**config.mk**
```make
export PLATFORM = sky130hd
export DESIGN_NAME = spike_sum_window
export DESIGN_NICKNAME = d
export VERILOG_FILES = /design/src/rtl/spike_sum_window.sv
export SDC_FILE = /design/constraint.sdc
export NUM_CORES = 1
export LEC_CHECK = 0
export CAP_MARGIN = 20
export CELL_PAD_IN_SITES_DETAIL_PLACEMENT = 2
export CELL_PAD_IN_SITES_GLOBAL_PLACEMENT = 2
export CORE_AREA = 8 8 105 107
export DETAILED_ROUTE_END_ITERATION = 8
export DIE_AREA = 0 0 113 115
export HOLD_SLACK_MARGIN = 0.15
export PLACE_DENSITY = 0.95
export RECOVER_POWER = 25
export SYNTH_ARGS = -nofsm -noshare
export SYNTH_HDL_FRONTEND = slang
export SYNTH_SLANG_ARGS = --single-unit
export TNS_END_PERCENT = 20
```
**constraint.sdc**
```tcl
create_clock -name clk -period 7.2 [get_ports clk]
set_input_delay 0.72 -clock clk [delete_from_list [all_inputs] [get_ports clk]]
set_output_delay 0.72 -clock clk [all_outputs]
set_load 0.03 [all_outputs]
```
**src/rtl/spike_sum_window.sv**
```systemverilog
// spike_sum_window: saturating accumulator over windows of N accepted samples.
// Each window's signed sum is presented on a valid/ready port that feeds the
// int16-to-fp16 converter, together with a per-window saturation flag.
// Optional feature macro: SPIKE_SUM_OVERLAP_EN, which keeps accumulating the
// next window while a result is held, giving one sample per cycle throughput.
module spike_sum_window #(
    parameter int DATA_W = 16,
    parameter int CNT_W  = 8
) (
    input  logic              clk,
    input  logic              rst,
    input  logic              clear,
    input  logic [CNT_W-1:0]  win_len,
    input  logic              in_valid,
    input  logic [DATA_W-1:0] in_data,
    output logic              in_ready,
    output logic              out_valid,
    output logic [DATA_W-1:0] out_data,
    output logic              out_sat,
    input  logic              out_ready
);

    localparam logic [DATA_W-1:0] SUM_MAX = {1'b0, {(DATA_W-1){1'b1}}};
    localparam logic [DATA_W-1:0] SUM_MIN = {1'b1, {(DATA_W-1){1'b0}}};

    logic [DATA_W-1:0] acc_q;
    logic [CNT_W-1:0]  cnt_q;
    logic              sat_q;
    logic [CNT_W-1:0]  len_q;
    logic              out_valid_q;
    logic [DATA_W-1:0] out_data_q;
    logic              out_sat_q;

    logic [DATA_W:0]   sum_w;
    logic              clamp_now;
    logic [DATA_W-1:0] acc_d;
    logic              sat_d;
    logic [CNT_W-1:0]  len_eff;
    logic              last_sample;
    logic              in_xfer;
    logic              out_xfer;

    // Saturating add, and the length that applies to the sample now on the input.
    // NOTE: every combinational output gets a default first, so no latch is inferred.
    always_comb begin
        sum_w     = {acc_q[DATA_W-1], acc_q} + {in_data[DATA_W-1], in_data};
        clamp_now = sum_w[DATA_W] ^ sum_w[DATA_W-1];
        acc_d     = sum_w[DATA_W-1:0];
        if (clamp_now) begin
            acc_d = sum_w[DATA_W] ? SUM_MIN : SUM_MAX;
        end
        sat_d = sat_q | clamp_now;
        // The first sample of a window uses win_len directly: len_q is latched on that edge.
        len_eff = len_q;
        if (cnt_q == '0) begin
            len_eff = (win_len == '0) ? CNT_W'(1) : win_len;
        end
        last_sample = (cnt_q == len_eff - CNT_W'(1));
    end

    assign in_xfer   = in_valid && in_ready;
    assign out_xfer  = out_valid_q && out_ready;
    assign out_valid = out_valid_q;
    assign out_data  = out_data_q;
    assign out_sat   = out_sat_q;

`ifdef SPIKE_SUM_OVERLAP_EN

    // Only the final sample of a window stalls, and only while the previous result is unaccepted.
    assign in_ready = !rst && !(out_valid_q && !out_ready && last_sample);

    // Accumulator and output register; a completing window may reload the output on a transfer edge.
    // NOTE: sequential state uses non-blocking assignments; a later assignment in the block wins.
    always_ff @(posedge clk or posedge rst) begin
        if (rst) begin
            acc_q       <= '0;
            cnt_q       <= '0;
            sat_q       <= 1'b0;
            len_q       <= CNT_W'(1);
            out_valid_q <= 1'b0;
            out_data_q  <= '0;
            out_sat_q   <= 1'b0;
        end else if (clear) begin
            acc_q       <= '0;
            cnt_q       <= '0;
            sat_q       <= 1'b0;
            out_valid_q <= 1'b0;
        end else begin
            if (out_xfer) begin
                out_valid_q <= 1'b0;
            end
            if (in_xfer) begin
                if (cnt_q == '0) begin
                    len_q <= len_eff;
                end
                if (last_sample) begin
                    out_data_q  <= acc_d;
                    out_sat_q   <= sat_d;
                    out_valid_q <= 1'b1;
                    acc_q       <= '0;
                    cnt_q       <= '0;
                    sat_q       <= 1'b0;
                end else begin
                    acc_q <= acc_d;
                    cnt_q <= cnt_q + CNT_W'(1);
                    sat_q <= sat_d;
                end
            end
        end
    end

`else

    typedef enum logic {
        ST_ACC,
        ST_HOLD
    } state_t;

    state_t state_q;

    // Input is accepted only while accumulating; HOLD inserts one bubble per window.
    assign in_ready = !rst && (state_q == ST_ACC);

    // Window FSM: accumulate samples, then hold the result until downstream takes it.
    // NOTE: sequential state uses non-blocking assignments so all registers update together.
    always_ff @(posedge clk or posedge rst) begin
        if (rst) begin
            state_q     <= ST_ACC;
            acc_q       <= '0;
            cnt_q       <= '0;
            sat_q       <= 1'b0;
            len_q       <= CNT_W'(1);
            out_valid_q <= 1'b0;
            out_data_q  <= '0;
            out_sat_q   <= 1'b0;
        end else if (clear) begin
            state_q     <= ST_ACC;
            acc_q       <= '0;
            cnt_q       <= '0;
            sat_q       <= 1'b0;
            out_valid_q <= 1'b0;
        end else begin
            case (state_q)
                ST_ACC: begin
                    if (in_xfer) begin
                        if (cnt_q == '0) begin
                            len_q <= len_eff;
                        end
                        if (last_sample) begin
                            out_data_q  <= acc_d;
                            out_sat_q   <= sat_d;
                            out_valid_q <= 1'b1;
                            acc_q       <= '0;
                            cnt_q       <= '0;
                            sat_q       <= 1'b0;
                            state_q     <= ST_HOLD;
                        end else begin
                            acc_q <= acc_d;
                            cnt_q <= cnt_q + CNT_W'(1);
                            sat_q <= sat_d;
                        end
                    end
                end
                ST_HOLD: begin
                    if (out_xfer) begin
                        out_valid_q <= 1'b0;
                        state_q     <= ST_ACC;
                    end
                end
                default: state_q <= ST_ACC;
            endcase
        end
    end

`endif

endmodule

```
==> impl_metrics.csv, run 1 <==
group,metric,value,unit
place,dp_cells,495,
synth,ys_ff_latch,52,
drt,drt_pass1_iterations,4,
die,start_util,36.7,%
sta,clock_skew,0.00478,ns
synth,synth_top_area_share,36.8,%
finish,drive_above_1_share,13.4,%
sta,slew_viol_final,53,
drt,vias_per_cell,5.87,
power,power_per_cell_area,206,nW/um^2
place,place_area,4040,sq um
drt,num_vias,2952,
finish,area_growth,18.8,%
global_routing,grt_use_total,17.9,%
clock_tree,clock_sinks,52,
drt,wl_per_cell,22.1,um
worst_setup_path,cp_max_fo,17,
global_routing,grt_remaining_overflow,0,
finish,layout.nets,437,
finish,antennaDiodeCount,0,
drt,ant_nets,0,
worst_setup_path,cp-end-kind,"flop",
clock_tree,htree_levels,2,
global_routing,grt_max_degree,53,
global_routing,grt_pass1_wl,18700,um
drt,drt_iter0_drc,97,
die,core,9460,sq um
global_routing,grt_pass1_vias,3391,
clock_tree,cts.clk_slew.worst_paths,0.09,ns
clock_tree,cts_tree,"yes",
worst_setup_path,setup.worst_path.start_class,"flop",
finish,layout_commonest_cell,"dfrtp_1",
worst_setup_path,path_cells,"inv_1 -> ha_1 -> or4b_1 -> nor3_4 -> mux2i_1 -> ha_1 -> o21ai_0 -> o31a_1 -> nor4_4 -> and3_1 -> mux2_2",
sta,fin_crit_sh,64.5,%
run_status,status,"finished with violations",
synth,yosysUniqueCellTypes,57,
worst_setup_path,critical_path_class,"flop to flop",
sta,min_period,4.64,ns
finish,final_cell_mix,"51 x dfrtp_1, 46 x clkdlybuf4s50_1, 26 x mux2_2",
sta,fin_setup_tns,0,ns
worst_setup_path,cp_data_arrival_time,4.84,ns
finish,fillers,1013,
synth,syn-cell-area,3470,sq um
worst_setup_path,cpPeakStageDelay,0.75,ns
sta,finalSetupViolCount,0,
finish,fin_util,43.6,%
die,die_w,113,um
synth,synth_fp_nets,390,
synth,ys_seq_area_share,37.5,%
sta,hold_viol,0,
clock_tree,post_cts_resized,0,
synth,synth-edff-count,0,
place,gp_congestion,0.847,
clock_tree,post_cts_buffers,0,
die,ios,48,
synth,yosys_warnings,0,
global_routing,antenna_found_initial,0,
hold_path,hold_path_class,"flop to flop",
synth,synth_ff_type,"dfrtp_1",
worst_setup_path,worst-path-buf-inv,1,
die,placementRows,36,
power,p_leak,1.91,nW
die,die-area,13000,sq um
clock_tree,cts_root_buffer,"clkbuf_8",
die,die_y,115,um
synth,ys_async_sr_fraction,100,%
synth,synth_cells,341,
worst_setup_path,cp.required,7.40,ns
worst_setup_path,critPathTopFamily,"simple AND/OR/NAND/NOR gates",
finish,fin_cells,503,
power,peakVddDrop,0.0890,mV
flow_run,drv_cap,1,
drt,wirelength,11100,um
finish,final_area,4120,sq um
sta,slew_headroom,-94.2,%
synth,syn_avg_cell_area,10.2,sq um
synth,yosys.area.top_type,"dfrtp_1",
sta,setup_ws,2.56,ns
sta,grt_setup_unrepaired,"false",
synth,synth.area.top_cells,"dfrtp_1 37%, mux2_2 8.4%, ha_1 6.8%",
place,io_buffers,47,
clock_tree,cts_buffers,5,
place,hpwl,8570,um
place,place_worst_setup_slack,2.68,ns
run_status,violations,"max-capacitance violations, max-slew violations",
worst_setup_path,slowest_stage,"and3_1",
sta,worst_pin_slew,2.91,ns
sta,max_freq,0.215,GHz
worst_setup_path,crit_top_cell,"ha_1",
drt,drc_errors,0,
clock_tree,clock_path_buffers,2,
clock_tree,insertion_delay,0.31,ns
clock_tree,cts_hold_buf,0,
==> synth_stat cells (4+ instances only) <==
cell type	instances
inv_1	13
nand2_1	18
clkbuf_1	5
mux2i_1	6
o21ai_0	16
dfrtp_1	51
xnor2_1	15
a21o_1	17
o21a_1	5
mux2_2	26
nand2b_1	5
or2_2	4
nor3_1	12
a22o_1	17
a21oi_1	15
xor2_1	10
nor4_1	5
nor2_1	14
nand4_1	7
ha_1	19
==> state kept, by name, summed over array words and instances, names as in the netlist <==
signal and cells:
out_valid 1, cnt_q 8, len_q 8, sat_q 1
state_q 1, out_sat 1, out_data 16, acc_q 16
==> through the flow <==
stage	power, mW	hold slack [ns]
after global placement	0.652	0.496
after detailed placement	0.678	0.501
final	0.852	0.519
after CTS	0.858	0.526
after global routing	0.897	0.543
after floorplan	0.570	0.477
==> layout make-up <==
| cell class | count | area, sq um | area share, % |
|---|---|---|---|
| Sequential cell | 52 | 1300 | 31.6 |
| Tap cell | 114 | 143 | 3.46 |
| Clock inverter | 2 | 10.0 | 0.243 |
| Inverter | 13 | 48.8 | 1.18 |
| Multi-Input combinational cell | 265 | 2040 | 49.5 |
| Timing Repair Buffer | 51 | 497 | 12.0 |
| Clock buffer | 6 | 82.6 | 2.00 |
==> per-layer routing <==
metal  GRT usage, %  share of wire [%]  up-vias
met5              0                  0        -
li1               -                  -     1369
met3           2.94                2.9       23
met4           7.02                2.8        0
met2           31.4                 50       65
met1           21.3                 44     1495
==> power by group <==
group / total, mW / internal (mW) / leakage, nW / switching (mW)
logic: 0.314 / 0.143 / 1.16 / 0.171
registers: 0.359 / 0.324 / 0.702 / 0.0354
clock network: 0.178 / 0.0771 / 0.0510 / 0.101
==> final timing paths <==
| path | startpoint | end | slack [ns] | cells past startpoint |
|---|---|---|---|---|
| max reg2reg | cnt_q[0] | out_data[6] | 2.56 | 11 |
| max | cnt_q[0] | out_data[6] | 2.56 | 11 |
| min in group asynchronous | rst | out_valid | 1.98 | 3 |
| min reg2reg | out_data[11] | out_data[11] | 0.52 | 1 |
| min | out_data[11] | out_data[11] | 0.52 | 1 |
| max in group asynchronous | rst | len_q[5] | 3.58 | 3 |
==> kinds of logic after synthesis <==
kind of cell	count (synthesis)	share of synthesized area (%)
fa+ha+maj	20	7.42
simple gates	87	14.1
mux	32	10.2
xor+xnor	25	6.31
flops	52	37.5
compound gates	101	20.8
buf+inv	24	3.71
Power figures use the tool's default switching activity.
==> inputs of run 2 (changes only) <==
Settings changed: CORE_AREA 8 8 105 107 to 8 8 114 116, DIE_AREA 0 0 113 115 to 0 0 122 124, PLACE_DENSITY 0.95 to 0.87.
Clock period 7.2 ns to 4.1 ns, I/O delays scaled along.
==> run 2 against run 1 <==
  * The flow still finishes with violations (max-capacitance violations, max-slew violations)
  * Combinational power rose by 79%
  * Cell area is 3.8% higher
  * Non-clock buffer count rose by 4
  * Critical path type unchanged
  * Highest routed layer unchanged
==> impl_metrics.csv, run 2 (same netlist as run 1, synthesis figures left out) <==
group,metric,value,unit
global_routing,grt_max_degree,36,
worst_setup_path,critPathTopFamily,"simple AND/OR/NAND/NOR gates",
place,gp_congestion,0.907,
hold_path,hold_path_class,"flop to flop",
clock_tree,clock_path_buffers,2,
die,die-area,15100,sq um
global_routing,antenna_found_initial,0,
finish,layout_commonest_cell,"dfrtp_1",
die,die_y,124,um
finish,fin_util,38.3,%
sta,grt_setup_unrepaired,"false",
worst_setup_path,critical_path_class,"flop to flop",
hold_path,worstHoldStart,"out_data[0]",
finish,fillers,1194,
power,report.power.total,1.68,mW
worst_setup_path,r2r_cells,12,
global_routing,grt_remaining_overflow,0,
place,hpwl,8380,um
sta,slew_headroom,-25.4,%
worst_setup_path,r2r_slack,0.16,ns
drt,wirelength,11000,um
sta,setup_ws,0.157,ns
worst_setup_path,cpPeakStageDelay,0.51,ns
place,io_buffers,47,
die,die_w,122,um
die,placementRows,39,
drt,ant_nets,0,
global_routing,grt_use_total,14.9,%
worst_setup_path,path_cells,"inv_1 -> ha_1 -> or4b_1 -> nor3_4 -> mux2i_1 -> ha_1 -> o21ai_0 -> o31a_1 -> nor4_4 -> and3_1 -> buf_4 -> mux2_2",
clock_tree,insertion_delay,0.30,ns
drt,wl_per_cell,20.6,um
clock_tree,clock_sinks,52,
sta,finalSetupViolCount,0,
sta,worst_pin_slew,1.88,ns
flow_run,drv_cap,1,
clock_tree,cts.clk_slew.worst_paths,0.07,ns
finish,layout.nets,441,
worst_setup_path,r2r-end,"out_data[3]",
worst_setup_path,cp_data_arrival_time,4.12,ns
global_routing,grt_pass1_wl,17800,um
drt,drt_iter0_drc,170,
finish,drive_above_1_share,14.5,%
finish,area_growth,23.3,%
clock_tree,htree_levels,2,
finish,antennaDiodeCount,0,
worst_setup_path,worst-path-buf-inv,2,
finish,final_cell_mix,"51 x dfrtp_1, 46 x clkdlybuf4s50_1, 26 x mux2_2",
die,start_util,31.1,%
worst_setup_path,r2r-start,"cnt_q[0]",
drt,vias_per_cell,5.52,
power,p_leak,1.97,nW
worst_setup_path,slowest_stage,"or4b_1",
sta,min_period,3.94,ns
clock_tree,cts_root_buffer,"clkbuf_16",
worst_setup_path,setup.worst_path.start_class,"flop",
global_routing,grt_pass1_vias,3275,
drt,drt_pass1_iterations,4,
sta,max_freq,0.254,GHz
run_status,violations,"max-capacitance violations, max-slew violations",
sta,fin_setup_tns,0,ns
hold_path,hold_depth,1,
drt,num_vias,2960,
clock_tree,cts_buffers,5,
sta,whs,0.504,ns
worst_setup_path,startpoint,"cnt_q[0]",
drt,drc_errors,0,
run_status,status,"finished with violations",
sta,clock_skew,0.00651,ns
worst_setup_path,cp.required,4.28,ns
worst_setup_path,crit_top_cell,"ha_1",
power,peakVddDrop,0.164,mV
worst_setup_path,cp.depth,12,
sta,hold_viol,0,
die,ios,48,
worst_setup_path,cp_max_fo,17,
sta,slew_viol_final,36,
sta,fin_crit_sh,96.2,%
worst_setup_path,endpoint,"out_data[3]",
die,core,11200,sq um
clock_tree,cts_tree,"yes",
place,place_worst_setup_slack,0.188,ns
power,power_per_cell_area,393,nW/um^2
worst_setup_path,cp-end-kind,"flop",
==> run 2: cell count changes in the layout (fill, tap and decap cells not counted), sizes merged <==
cell,change
buf,+4
clkinv,-3
inv,+2
bufinv,+1
clkbuf,-1
clkinvlp,+1
==> run 2: cell type report <==
cell class                      instances  area, sq um  share of cell area (%)
Timing Repair Buffer                   55          531                    12.4
Sequential cell                        52         1300                    30.4
Tap cell                              143          179                    4.18
Clock inverter                          3         46.3                    1.08
Multi-Input combinational cell        265         2050                    47.9
Clock buffer                            5          125                    2.92
Inverter                               13         48.8                    1.14
==> run 2: repair_timing <==
action / CTS / global route
setup endpoints to repair: 0 / 17
hold buffers: 0 / 0
resized for setup: 0 / 1
buffers inserted: 0 / 0
==> run 2: through the flow <==
stage	area [sq um]	std cells
3_5_place_dp	4110	528
2_1_floorplan	3470	341
5_1_grt	4280	536
3_3_place_gp	4090	527
6_report	4280	536
4_1_cts	4280	536
==> run 2: worst register-to-register path, cell delays in order, from the launching register on <==
cell and delay, ns:
dfrtp_1 0.45, inv_1 0.13, ha_1 0.15, or4b_1 0.51, nor3_4 0.30, mux2i_1 0.37
ha_1 0.26, o21ai_0 0.13, o31a_1 0.32, nor4_4 0.35, and3_1 0.21, buf_4 0.26
mux2_2 0.38
==> run 2: worst min-delay path by stage <==
| stage | to | slack, ns |
|---|---|---|
| floorplan | acc_q[13] | 0.48 |
| global placement | out_data[6] | 0.49 |
| detailed placement | out_data[0] | 0.50 |
| CTS | cnt_q[3] | 0.46 |
| global route | out_data[0] | 0.52 |
| finish | out_data[0] | 0.50 |
==> run 2: per-layer routing <==
layer	part of all wire (%)	track usage, %	up-vias
met3	2.8	2.27	11
met5	0	0	-
li1	-	-	1381
met2	51	27.2	45
met4	1.3	3.93	0
met1	45	17.8	1523
==> run 2: power by group <==
group,leakage [nW],total (mW),internal [mW],switching (mW)
clock,0.0804,0.491,0.291,0.201
sequential,0.702,0.629,0.569,0.0599
combinational,1.19,0.562,0.257,0.305
